$ cat src/rtl/instr_sequencer.sv
// Instruction sequencer: fetches program words, decodes the opcode and steps the
// datapath through FETCH/EXEC/WAIT/WB, with sticky illegal-opcode and ALU-timeout flags.
module instr_sequencer #(
  parameter int unsigned PROG_LEN    = 25,
  parameter int unsigned ALU_TIMEOUT = 64
) (
  input  logic        clk,
  input  logic        reset,
  input  logic        start,
  output logic [15:0] addr,
  input  logic [15:0] fncode,
  input  logic [15:0] data,
  input  logic [15:0] rx_val,
  output logic [3:0]  rx_sel,
  output logic [3:0]  ry_sel,
  output logic [3:0]  alu_op,
  output logic        alu_start,
  input  logic        alu_done,
  output logic        reg_we,
  output logic [1:0]  wd_sel,
  output logic [15:0] imm,
  output logic        busy,
  output logic        done,
  output logic        err_illegal,
  output logic        err_timeout
);

  localparam int unsigned CntW      = $clog2(ALU_TIMEOUT + 1);
  localparam logic [16:0] ProgLen   = 17'(PROG_LEN);
  localparam logic [CntW-1:0] CntLast = CntW'(ALU_TIMEOUT - 1);

  typedef enum logic [2:0] {StIdle, StFetch, StExec, StWait, StWb} state_e;

  state_e          state_q, state_d;
  logic [15:0]     pc_q, pc_d;
  logic [11:0]     ir_q, ir_d;
  logic [15:0]     imm_q, imm_d;
  logic [CntW-1:0] cnt_q, cnt_d;
  logic            ill_q, ill_d;
  logic            to_q, to_d;

  logic [3:0] op;
  logic       is_multi;
  logic       is_illegal;
  logic       past_end;
  logic       unused_fncode;

  // Low nibble of the instruction word carries no information.
  assign unused_fncode = ^fncode[3:0];

  assign op         = ir_q[11:8];
  assign is_multi   = (op == 4'd7) || (op == 4'd8) || (op == 4'd10);
  assign is_illegal = (op >= 4'd11);
  assign past_end   = ({1'b0, pc_q} >= ProgLen);

  always_comb begin
    state_d   = state_q;
    pc_d      = pc_q;
    ir_d      = ir_q;
    imm_d     = imm_q;
    cnt_d     = cnt_q;
    ill_d     = ill_q;
    to_d      = to_q;
    alu_start = 1'b0;
    reg_we    = 1'b0;
    done      = 1'b0;
    wd_sel    = 2'd0;

    unique case (state_q)
      StIdle: begin
        if (start) begin
          pc_d    = '0;
          ill_d   = 1'b0;
          to_d    = 1'b0;
          state_d = StFetch;
        end
      end
      StFetch: begin
        if (past_end) begin
          done    = 1'b1;
          state_d = StIdle;
        end else begin
          ir_d    = fncode[15:4];
          imm_d   = data;
          state_d = StExec;
        end
      end
      StExec: begin
        if (is_illegal) begin
          ill_d   = 1'b1;
          state_d = StIdle;
        end else if (op == 4'd3) begin
          pc_d    = rx_val;
          state_d = StFetch;
        end else if (is_multi) begin
          alu_start = 1'b1;
          cnt_d     = '0;
          state_d   = StWait;
        end else begin
          state_d = StWb;
        end
      end
      StWait: begin
        // alu_done on the last allowed cycle still wins over the timeout.
        if (alu_done) begin
          state_d = StWb;
        end else if (cnt_q == CntLast) begin
          to_d    = 1'b1;
          cnt_d   = '0;
          state_d = StIdle;
        end else begin
          cnt_d = cnt_q + 1'b1;
        end
      end
      StWb: begin
        reg_we  = 1'b1;
        pc_d    = pc_q + 16'd1;
        state_d = StFetch;
        case (op)
          4'd0:    wd_sel = 2'd1;
          4'd1:    wd_sel = 2'd2;
          4'd2:    wd_sel = 2'd3;
          default: wd_sel = 2'd0;
        endcase
      end
      default: state_d = StIdle;
    endcase
  end

  always_ff @(posedge clk or posedge reset) begin
    if (reset) begin
      state_q <= StIdle;
      pc_q    <= '0;
      ir_q    <= '0;
      imm_q   <= '0;
      cnt_q   <= '0;
      ill_q   <= 1'b0;
      to_q    <= 1'b0;
    end else begin
      state_q <= state_d;
      pc_q    <= pc_d;
      ir_q    <= ir_d;
      imm_q   <= imm_d;
      cnt_q   <= cnt_d;
      ill_q   <= ill_d;
      to_q    <= to_d;
    end
  end

  assign addr        = pc_q;
  assign busy        = (state_q != StIdle);
  assign alu_op      = ir_q[11:8];
  assign rx_sel      = ir_q[7:4];
  assign ry_sel      = ir_q[3:0];
  assign imm         = imm_q;
  assign err_illegal = ill_q;
  assign err_timeout = to_q;

endmodule

$ cat config.mk
export PLATFORM = sky130hd
export DESIGN_NAME = instr_sequencer
export DESIGN_NICKNAME = d
export VERILOG_FILES = /design/src/rtl/instr_sequencer.sv
export SDC_FILE = /design/constraint.sdc
export NUM_CORES = 1
export LEC_CHECK = 0
export CAP_MARGIN = 20
export CELL_PAD_IN_SITES_DETAIL_PLACEMENT = 0
export CELL_PAD_IN_SITES_GLOBAL_PLACEMENT = 1
export CORE_ASPECT_RATIO = 0.75
export CORE_UTILIZATION = 31
export CTS_BUF_LIST = sky130_fd_sc_hd__clkbuf_8
export DETAILED_ROUTE_END_ITERATION = 8
export PLACE_DENSITY = 0.87
export SYNTH_ARGS = -nofsm -noshare
export SYNTH_HDL_FRONTEND = slang
export SYNTH_SLANG_ARGS = --single-unit
$ cat constraint.sdc
create_clock -name clk -period 1.8 [get_ports clk]
set_input_delay 0.27 -clock clk [delete_from_list [all_inputs] [get_ports clk]]
set_output_delay 0.27 -clock clk [all_outputs]
set_load 0.01 [all_outputs]
==> summary.md <==
| Metric | Value |
|---|---|
| Post-synth EDFFs | `0` |
| Drt wl/cell | `about 17 microns` |
| Distinct cells, synth | `46` |
| Final setup vio count | `29` |
| # diodes | `0` |
| Tcrit/Tclk final | `111%` |
| Sequential fraction of the synthesis area | `50.2%` |
| Clock Tree Buf Depth | `2` |
| Clock Latency Late Sink | `just over 0.3 ns` |
| Worst path top cell family by delay | `simple AND/OR/NAND/NOR gates` |
| Violated checks | `DRC, setup timing` |
| Starting Density | `32.5%` |
| Final Skew | `0.0113 ns` |
| Total Routed Length | `between 9000 and 10000 microns` |
| Area of the multi-input gates | `1600 sq um` |
| Vias in the first global route | `2777` |
| Routed Antenna Nets | `0` |
| CP Cell Sequence | `nor4_2 > nand3_1 > nor2_2 > and4bb_2 > buf_6 > buf_8 > mux2_4` |
| 1st-iter DRT viols | `174` |
| Reg2Reg Capture Point | `ir_q[10]$_DFFE_PP0P_` |
| CP Capture Type | `register` |
| Die height | `roughly 84 microns` |
| Req. time, crit path | `1.99 ns` |
| GRT Util Overall | `18.6%` |
| Syn. warnings | `0` |
| Seq. cell area | `around 1400 sq um` |
| Max-slew headroom | `72.2%` |
| Status | `finished with violations` |
| Post-Syn Instances | `278` |
| Vias | `2786` |
| GP Congestion | `around 0.83` |
| Arrival time at the worst endpoint | `2.18 ns` |
| # hold bufs at CTS | `0` |
| R2R cell count | `7` |
| Die area | `9390 sq um` |
| Synth Cell Area | `2790 sq um` |
| Grt ovf | `0` |
| Nets | `489` |
| Maximum clock frequency | `502 MHz` |
| Total CTS buffers | `5` |
| Min Clock Period, post-route | `between 1.5 and 2 ns` |
| Mean Syn Cell Area | `about 10 sq um` |
| Seq cells post-synth | `56` |
| Largest net degree at the start of global routing | `33` |
| Bufs and invs on worst path | `2` |
| First-pass GRT wire length | `14000 microns` |
| First-pass DRT Iterations | `6` |
| Critical path depth | `7` |
| Max incr delay on CP | `0.42 ns` |
| Total core area | `8600 sq um` |
| Post-DP HPWL | `6140 microns` |
| Leak | `2.08 nW` |
| Hold crit path type | `in -> async` |
| Top_reg_cell synth | `dfrtp_1` |
| Clock transition at path regs | `0.11 ns` |
| Die X | `112 microns` |
| Row count | `29` |
| Setup slack, reg-to-reg | `-0.19 ns` |
| # IOs | `about 100` |
| Critical Path Source | `addr[7]$_DFFE_PP0P_` |
| Crit Path Class | `reg -> reg` |
| RSZ-0062 raised after global routing | `yes` |
| Post-synth ARST share | `100%` |
| Initial antenna violation count | `0` |
| Pin slew with the least headroom to its limit | `0.416 ns` |
| CTS tree | `yes` |
| Port bufs | `99` |
| Worst reg2reg path startpoint | `addr[7]$_DFFE_PP0P_` |
| Setup crit start kind | `register` |
| Slowest cell on the critical path | `dfrtp_1` |
| Final-report max-slew violation count | `0` |
| Post-layout util | `56.5%` |
| Hold Slack | `0.275 ns` |
| Setup ws final | `-0.191 ns` |
| Power Dens Cells | `1700 nW/um^2` |
| Via density | `5.14` |
| Layout cells sized above 1 | `between 30% and 40%` |
| Net Count, Synth | `334` |
| Critical path peak fanout | `7` |
| Peak supply drop | `1.00 mV` |
| Clock Root Buffer | `clkbuf_8` |
| Clock Sinks | `56` |
| Worst Setup EP | `ir_q[10]$_DFFE_PP0P_` |
| # DRC | `3` |
| Fill count | `719` |
| Setup TNS | `-4.81 ns` |
| H-tree Lvls | `2` |
| Max Cap Viol | `0` |
| Final hold viol count | `0` |
| Synthesis-to-layout area growth | `74.2%` |
cells in the mapped netlist, drive strengths merged, types with 2 or more instances:
master	n	area, sq um
a21oi	19	95.1
a221oi	2	17.5
a22oi	2	15.0
a31oi	2	12.5
a32oi	4	35.0
buf	6	41.3
clkbuf	6	22.5
dfrtp	56	1400
ha	4	50.1
inv	10	37.5
mux2	28	315
nand2	22	82.6
nand2b	4	25.0
nand3	16	80.1
nor2	27	101
nor3	7	35.0
nor4	7	43.8
o21ai	27	139
o22ai	3	18.8
o31a	2	17.5
or4	2	15.0
registers in the layout, indices dropped and copies added (netlist names):
register and flops:
addr 16, cnt_q 7, err_illegal 1, err_timeout 1, imm 16, ir_q 12, state_q 3
worst min path at each step:
stage	start	to
after global routing	reset	ir_q[0]$_DFFE_PP0P_
after floorplan	start	err_timeout$_DFFE_PP0P_
final	reset	ir_q[0]$_DFFE_PP0P_
after detailed placement	cnt_q[6]$_DFFE_PP0P_	cnt_q[6]$_DFFE_PP0P_
after global placement	cnt_q[6]$_DFFE_PP0P_	cnt_q[6]$_DFFE_PP0P_
after CTS	reset	ir_q[2]$_DFFE_PP0P_
final cells by class:
| class | count | area share [%] |
|---|---|---|
| multi-input cells | 199 | 32.9 |
| repair buffers | 160 | 32.7 |
| flip-flops and latches | 56 | 28.8 |
| well taps | 108 | 2.78 |
| clock buffers | 6 | 1.70 |
| inverters | 11 | 0.849 |
| clock inverters | 2 | 0.232 |
worst register-to-register path, cell delays in order (launching register included):
cell	delay [ns]
dfrtp_1	0.42
nor4_2	0.28
nand3_1	0.12
nor2_2	0.17
and4bb_2	0.29
buf_6	0.14
buf_8	0.14
mux2_4	0.31
where the power goes:
| part | leakage, nW | internal, mW | total [mW] | switching (mW) |
|---|---|---|---|---|
| logic | 1.32 | 3.15 | 5.36 | 2.21 |
| clock network | 0.0486 | 0.309 | 0.733 | 0.424 |
| registers | 0.707 | 1.78 | 2.15 | 0.372 |
cell usage in the layout (no fill, tap or decap), types with 8 or more instances in the layout:
cell type	synthesis	final
dfrtp_1	56	55
inv_1	10	8
clkdlybuf4s50_1	0	93
nor2_1	27	22
o21ai_0	26	10
nand3_1	16	14
o21ai_1	0	12
mux2_4	0	28
buf_4	2	46
nand2_1	22	20
a21oi_1	19	13
stage by stage:
| step | cells | power, mW | worst slack [ns] | cell area (sq um) |
|---|---|---|---|---|
| CTS | 535 | 7.64 | -0.221 | 4580 |
| global route | 542 | 8.71 | -0.271 | 4860 |
| global placement | 522 | 6.09 | -0.233 | 4290 |
| floorplan | 278 | 4.20 | -0.0471 | 2830 |
| detailed placement | 522 | 6.20 | -0.241 | 4290 |
| finish | 542 | 8.24 | -0.191 | 4860 |
layer usage:
| layer | share of wire [%] | global-route usage (%) | vias up |
|---|---|---|---|
| li1 | - | - | 1314 |
| met1 | 46 | 26.1 | 1364 |
| met2 | 45 | 29.0 | 106 |
| met3 | 8.5 | 5.42 | 2 |
| met4 | 0.28 | 2.70 | 0 |
| met5 | 0 | 0 | - |
logic make-up (layout without fill, tap and decap cells):
logic type,after synthesis,in the layout,synth area share [%]
buf+inv,23,179,3.76
mux,28,28,11.3
compound gates,71,71,16.0
flops,56,56,50.2
xor+xnor,1,1,0.314
fa+ha+maj,4,4,1.79
simple gates,95,95,16.6
repair_timing:
item                       CTS  global route
gates resized for setup     45            66
gates cloned                 2             3
pin swaps                    3             9
setup endpoints to repair   38            47
hold endpoints to repair     0             0
setup buffers                3             6
No activity file was read; power rests on OpenSTA's default activity.
